--- config.mk ---
export PLATFORM = sky130hd
export DESIGN_NAME = jk_run_len
export DESIGN_NICKNAME = d
export VERILOG_FILES = /design/src/rtl/jk_run_len.sv
export SDC_FILE = /design/constraint.sdc
export NUM_CORES = 1
export LEC_CHECK = 0
export ABC_AREA = 1
export CORE_MARGIN = 2
export CORE_UTILIZATION = 35
export CTS_CLUSTER_SIZE = 12
export DETAILED_ROUTE_END_ITERATION = 7
export GPL_TIMING_DRIVEN = 0
export PLACE_DENSITY = 0.64
export RECOVER_POWER = 25
export SYNTH_ARGS = -nofsm -noshare
export SYNTH_HDL_FRONTEND = slang
export SYNTH_SLANG_ARGS = --single-unit
--- constraint.sdc ---
create_clock -name i_c -period 3.26 [get_ports i_c]
set_clock_uncertainty 0.15 [all_clocks]
set_input_delay 0.326 -clock i_c [delete_from_list [all_inputs] [get_ports i_c]]
set_output_delay 0.326 -clock i_c [all_outputs]
set_load 0.05 [all_outputs]
--- src/rtl/jk_run_len.sv ---
// jk_run_len: run-length meter for a JK flip-flop output.
//
// Counts consecutive enabled cycles during which i_q holds one level. Each
// closed run is queued as a (level, length) record in a small FIFO.
//
// Optional build macro: RUN_LEN_SAT_EN
//   defined   -> the length saturates at 2^LEN_W-1 until the run closes
//   undefined -> a run that reaches 2^LEN_W-1 is split: the full record is
//                emitted and counting restarts at 1 on the same level
//
// Ports:
//   i_c          clock; all state updates on the rising edge
//   i_r          asynchronous active-low reset
//   i_q          flip-flop output under measurement (same clock domain)
//   i_en         sample enable; low pauses the open run
//   i_flush      close the open run now (this cycle's sample is not counted)
//   o_out_valid  head record available
//   i_out_ready  consumer accepts the head record
//   o_out_level  level of the head record (0 when empty)
//   o_out_len    length of the head record (0 when empty)
//   o_ovf        sticky: a record was dropped because the FIFO was full
//   o_fifo_cnt   records currently held
//
// state  | meaning
// -------+-----------------------------------------------
// S_IDLE | no open run; first enabled sample opens one
// S_RUN  | run open on r_cur_level, r_len samples so far

module jk_run_len #(
  parameter int DEPTH = 4,
  parameter int LEN_W = 8
) (
  input  logic                   i_c,
  input  logic                   i_r,
  input  logic                   i_q,
  input  logic                   i_en,
  input  logic                   i_flush,
  output logic                   o_out_valid,
  input  logic                   i_out_ready,
  output logic                   o_out_level,
  output logic [LEN_W-1:0]       o_out_len,
  output logic                   o_ovf,
  output logic [$clog2(DEPTH):0] o_fifo_cnt
);

  localparam int               AW       = $clog2(DEPTH);
  localparam logic [AW:0]      FULL_CNT = (AW+1)'(DEPTH);
  localparam logic [LEN_W-1:0] LEN_MAX  = '1;
  localparam logic [LEN_W-1:0] LEN_ONE  = LEN_W'(1);

  typedef enum logic {S_IDLE, S_RUN} state_t;

  state_t           r_state;
  state_t           w_state_nxt;
  logic             r_cur_level;
  logic             w_cur_level_nxt;
  logic [LEN_W-1:0] r_len;
  logic [LEN_W-1:0] w_len_nxt;

  logic             w_push;
  logic             w_push_level;
  logic [LEN_W-1:0] w_push_len;

  logic             r_mem_level [DEPTH];
  logic [LEN_W-1:0] r_mem_len   [DEPTH];
  logic [AW-1:0]    r_wr_ptr;
  logic [AW-1:0]    r_rd_ptr;
  logic [AW:0]      r_cnt;
  logic             r_ovf;

  logic w_empty;
  logic w_full;
  logic w_pop;
  logic w_wr;

  // ---------------- run FSM: state register ----------------
  always_ff @(posedge i_c or negedge i_r) begin
    if (!i_r) begin
      r_state     <= S_IDLE;
      r_cur_level <= 1'b0;
      r_len       <= '0;
    end else begin
      r_state     <= w_state_nxt;
      r_cur_level <= w_cur_level_nxt;
      r_len       <= w_len_nxt;
    end
  end

  // ---------------- run FSM: next state ----------------
  always_comb begin
    w_state_nxt = r_state;
    case (r_state)
      S_IDLE:  if (i_en)    w_state_nxt = S_RUN;   // flush is ignored while idle
      S_RUN:   if (i_flush) w_state_nxt = S_IDLE;
      default: w_state_nxt = S_IDLE;
    endcase
  end

  // ---------------- run FSM: outputs (record push + run datapath) ----------------
  always_comb begin
    w_push          = 1'b0;
    w_push_level    = r_cur_level;
    w_push_len      = r_len;
    w_cur_level_nxt = r_cur_level;
    w_len_nxt       = r_len;
    case (r_state)
      S_IDLE: begin
        if (i_en) begin
          w_cur_level_nxt = i_q;
          w_len_nxt       = LEN_ONE;
        end
      end
      S_RUN: begin
        if (i_flush) begin
          w_push          = 1'b1;
          w_cur_level_nxt = 1'b0;
          w_len_nxt       = '0;
        end else if (i_en) begin
          if (i_q != r_cur_level) begin
            w_push          = 1'b1;
            w_cur_level_nxt = i_q;
            w_len_nxt       = LEN_ONE;
          end else if (r_len == LEN_MAX) begin
`ifdef RUN_LEN_SAT_EN
            w_len_nxt = r_len;
`else
            // Counter would wrap: emit the full chunk and keep counting the
            // same level as a fresh run.
            w_push    = 1'b1;
            w_len_nxt = LEN_ONE;
`endif
          end else begin
            w_len_nxt = r_len + LEN_ONE;
          end
        end
      end
      default: ;
    endcase
  end

  // ---------------- record FIFO ----------------
  assign w_empty = (r_cnt == '0);
  assign w_full  = (r_cnt == FULL_CNT);
  assign w_pop   = !w_empty && i_out_ready;
  // A simultaneous pop frees the head slot, so a push on a full FIFO still lands.
  assign w_wr    = w_push && (!w_full || w_pop);

  always_ff @(posedge i_c) begin
    if (w_wr) begin
      r_mem_level[r_wr_ptr] <= w_push_level;
      r_mem_len[r_wr_ptr]   <= w_push_len;
    end
  end

  always_ff @(posedge i_c or negedge i_r) begin
    if (!i_r) begin
      r_wr_ptr <= '0;
      r_rd_ptr <= '0;
      r_cnt    <= '0;
      r_ovf    <= 1'b0;
    end else begin
      if (w_wr)  r_wr_ptr <= r_wr_ptr + AW'(1);
      if (w_pop) r_rd_ptr <= r_rd_ptr + AW'(1);
      case ({w_wr, w_pop})
        2'b10:   r_cnt <= r_cnt + 1'b1;
        2'b01:   r_cnt <= r_cnt - 1'b1;
        default: r_cnt <= r_cnt;
      endcase
      if (w_push && !w_wr) r_ovf <= 1'b1;
    end
  end

  assign o_out_valid = !w_empty;
  assign o_out_level = w_empty ? 1'b0 : r_mem_level[r_rd_ptr];
  assign o_out_len   = w_empty ? '0   : r_mem_len[r_rd_ptr];
  assign o_ovf       = r_ovf;
  assign o_fifo_cnt  = r_cnt;

endmodule

==> metrics.md <==
| Metric | Value |
|---|---|
| Max FO, Critical Path | 10 |
| FP Rows | 30 |
| Leading area contributor after synthesis | edfxtp_1 |
| Synth cell count leaders | 53 x nor2_1, 36 x edfxtp_1, 24 x inv_1, 22 x nand2_1, 20 x o21ai_0 |
| Combinational power share | 0.499 |
| Initial cell density of the core | 0.366 |
| Routed WL per cell | 13.0 um |
| Max Cap Violations | 0 |
| Clock buffer depth | 2 |
| I/O Buffers | 19 |
| Psw | 0.00125 W |
| Yosys reg bits | 54 |
| Initial antenna violation count | 0 |
| Hold endpoint | o_ovf |
| H-tree depth | 2 |
| Fmax | 328 MHz |
| TritonCTS clock tree | yes |
| Top-count cell post-synth | nor2_1 |
| Hold Path Stages | 1 |
| Seq pwr share | 0.341 |
| Largest net degree at the start of global routing | 19 |
| Worst slew margin | 0.402 |
| HP Start | o_ovf |
| First-pass GRT wire length | 7660 um |
| Tightest Hold Check Type | flop to flop |
| Hold Vio Cnt, Final | 0 |
| Post-CTS Resized | 0 |
| Num CTS Buffers | 5 |
| Clock network power share | 0.160 |
| NumNets Final | 280 |
| Fin. max-slew vios | 0 |
| Hold Worst Slack | 340 ps |
| WP data required | 2780 ps |
| Die X | 88.8 um |
| Period utilisation layout | 0.934 |
| Crit end category | output pin |
| Die Ht | 88.8 um |
| CP Class | flop to output pin |
| Gpl congestion | 0.723 |
| WL final | 4740 um |
| Worst flop-to-flop path endpoint | r_mem_len[3][0] |
| Post-synth cell types | 30 |
| CTS hold repair buffers | 0 |
| Syn Nets | 254 |
| Slew @ Worst Pin | 894 ps |
| Maximum vdd drop | 0.000225 V |
| Worst-path clk slew | 100 ps |
| Leakage | 1.16 nW |
| Setup TNS | 0 ps |
| # setup viols final | 0 |
| Top cell type's share of synthesized area | 0.430 |
| # diodes | 0 |
| Net switching fraction of the power | 0.448 |
| DRC violations left | 0 |
| Main synth FF type | edfxtp_1 |
| P&R area growth vs syn | 16.7% |
| Async set-reset flop share out of synthesis | 0.333 |
| Status | completed |
| Post-layout min period | 3050 ps |
| Reg2Reg Depth | 9 |
| WP data arrival | 2570 ps |
| Number of global-route vias before repair | 1591 |
| PD cells | 948 nW/um^2 |
| Clock Latency Late Sink | 310 ps |
| Unrepaired setup endpoints after global routing | false |
| Core Region | 6870 sq um |
| Origin of the critical flop-to-flop path | r_len[0] |
| Number of synthesized flops with an enable pin | 36 |
| Clock Sinks | 54 |
| Top-level I/O count | 20 |
| DPL Wire Length | 3190 um |
| Yosys warns | 0 |
| GRT Util Overall | 0.133 |
| Layout cell share with drive strength beyond 1 | 0.126 |
| Antenna viol nets, final | 0 |
| TritonRoute pass-1 iters | 4 |
| Sequential element share of the synthesized area | 0.609 |
| Mapped Avg Cell Area | 10.4 sq um |
| Synthesized area | 2520 sq um |
| Gate Count Post-Synth | 242 |
| Worst reg-to-reg setup slack | 730 ps |
| Gr ovfl total | 0 |
| Internal | 0.00154 W |
| Post-CTS setup repair buffer count | 0 |
| CP Launch Type | flop |
| Largest cells by area after synthesis | edfxtp_1 43%, dfrtp_1 18%, nor2_1 7.9% |
| 1st-iter DRT viols | 89 |
| Routed vias | 1657 |
| DR vias/cell | 4.54 |
| CTS root buffer | clkbuf_8 |
| Die area | 7880 sq um |
sequential cells by signal, summed over array words and instances (netlist names):
register / cells
r_len: 8
r_cur_level: 1
o_fifo_cnt: 3
r_mem_level: 4
r_state: 1
o_ovf: 1
r_rd_ptr: 2
r_mem_len: 32
r_wr_ptr: 2
placed cells by master (no fill, tap or decap), drive strengths merged:
cell and count:
a21oi 16, buf 2, bufinv 1, clkbuf 8, clkdlybuf4s50 19, clkinv 1
clkinvlp 1, dfrtp 18, edfxtp 36, fa 1, ha 5, inv 28
nand2 30, nand3 12, nand4 2, nor2 60, nor3 4, o21ai 20
o21bai 1, o22ai 1, xnor2 1, xor2 2
power by group through the flow:
stage	sequential, W	clock, W	combinational [W]
6_report	0.000948	0.000445	0.00139
5_1_grt	0.000965	0.000478	0.00152
4_1_cts	0.000950	0.000453	0.00141
3_5_place_dp	0.000964	0	0.00140
3_3_place_gp	0.000960	0	0.00139
2_1_floorplan	0.00103	0	0.000903
critical path: stages (launching register included):
cell	delay, ps
dfrtp_1	380
inv_1	270
clkbuf_1	400
o21ai_0	160
a21oi_1	210
clkdlybuf4s50_1	840
logic make-up after synthesis:
family                     synth area share
and+or+nand+nor                       0.217
adders and majority gates            0.0328
xor gates and xnor gates             0.0104
AOI/OAI and AO/OA                    0.0801
DFF                                   0.609
buffers and inverters                0.0512
routing by layer:
metal	vias up	wire, um	global-route usage
li1	847	-	-
met1	780	2160	0.165
met2	24	2330	0.227
met3	6	165	0.0289
met4	0	85	0.0496
met5	-	0	0
how the worst max path moves through the flow:
stage	startpoint	end	slack [ps]
after CTS	r_rd_ptr[0]	o_out_len[3]	190
after detailed placement	r_rd_ptr[0]	o_out_len[3]	520
after floorplan	o_fifo_cnt[0]	o_out_len[0]	630
after global routing	r_rd_ptr[0]	o_out_len[3]	30
final	r_rd_ptr[0]	o_out_len[3]	210
after global placement	r_rd_ptr[0]	o_out_len[3]	540
stage by stage:
stage / worst slack [ps] / instance area [sq um] / utilization / power, W / cells
2_1_floorplan: 628 / 2520 / - / 0.00194 / 242
3_3_place_gp: 544 / 2830 / 0.411 / 0.00235 / 357
3_5_place_dp: 521 / 2830 / 0.411 / 0.00237 / 357
4_1_cts: 190 / 2940 / 0.428 / 0.00281 / 365
5_1_grt: 28.2 / 2940 / 0.428 / 0.00296 / 365
6_report: 215 / 2940 / 0.428 / 0.00278 / 365
final cells by class:
cell class	instances	area [sq um]
Clock inverter	2	37.5
Inverter	29	111
Timing Repair Buffer	19	190
Buffer	4	17.5
Clock buffer	6	72.6
Sequential cell	54	1530
Multi-Input combinational cell	155	856
Fill cell	668	3930
Tap cell	96	120
Note: power is estimated with default switching activity, not from simulation.
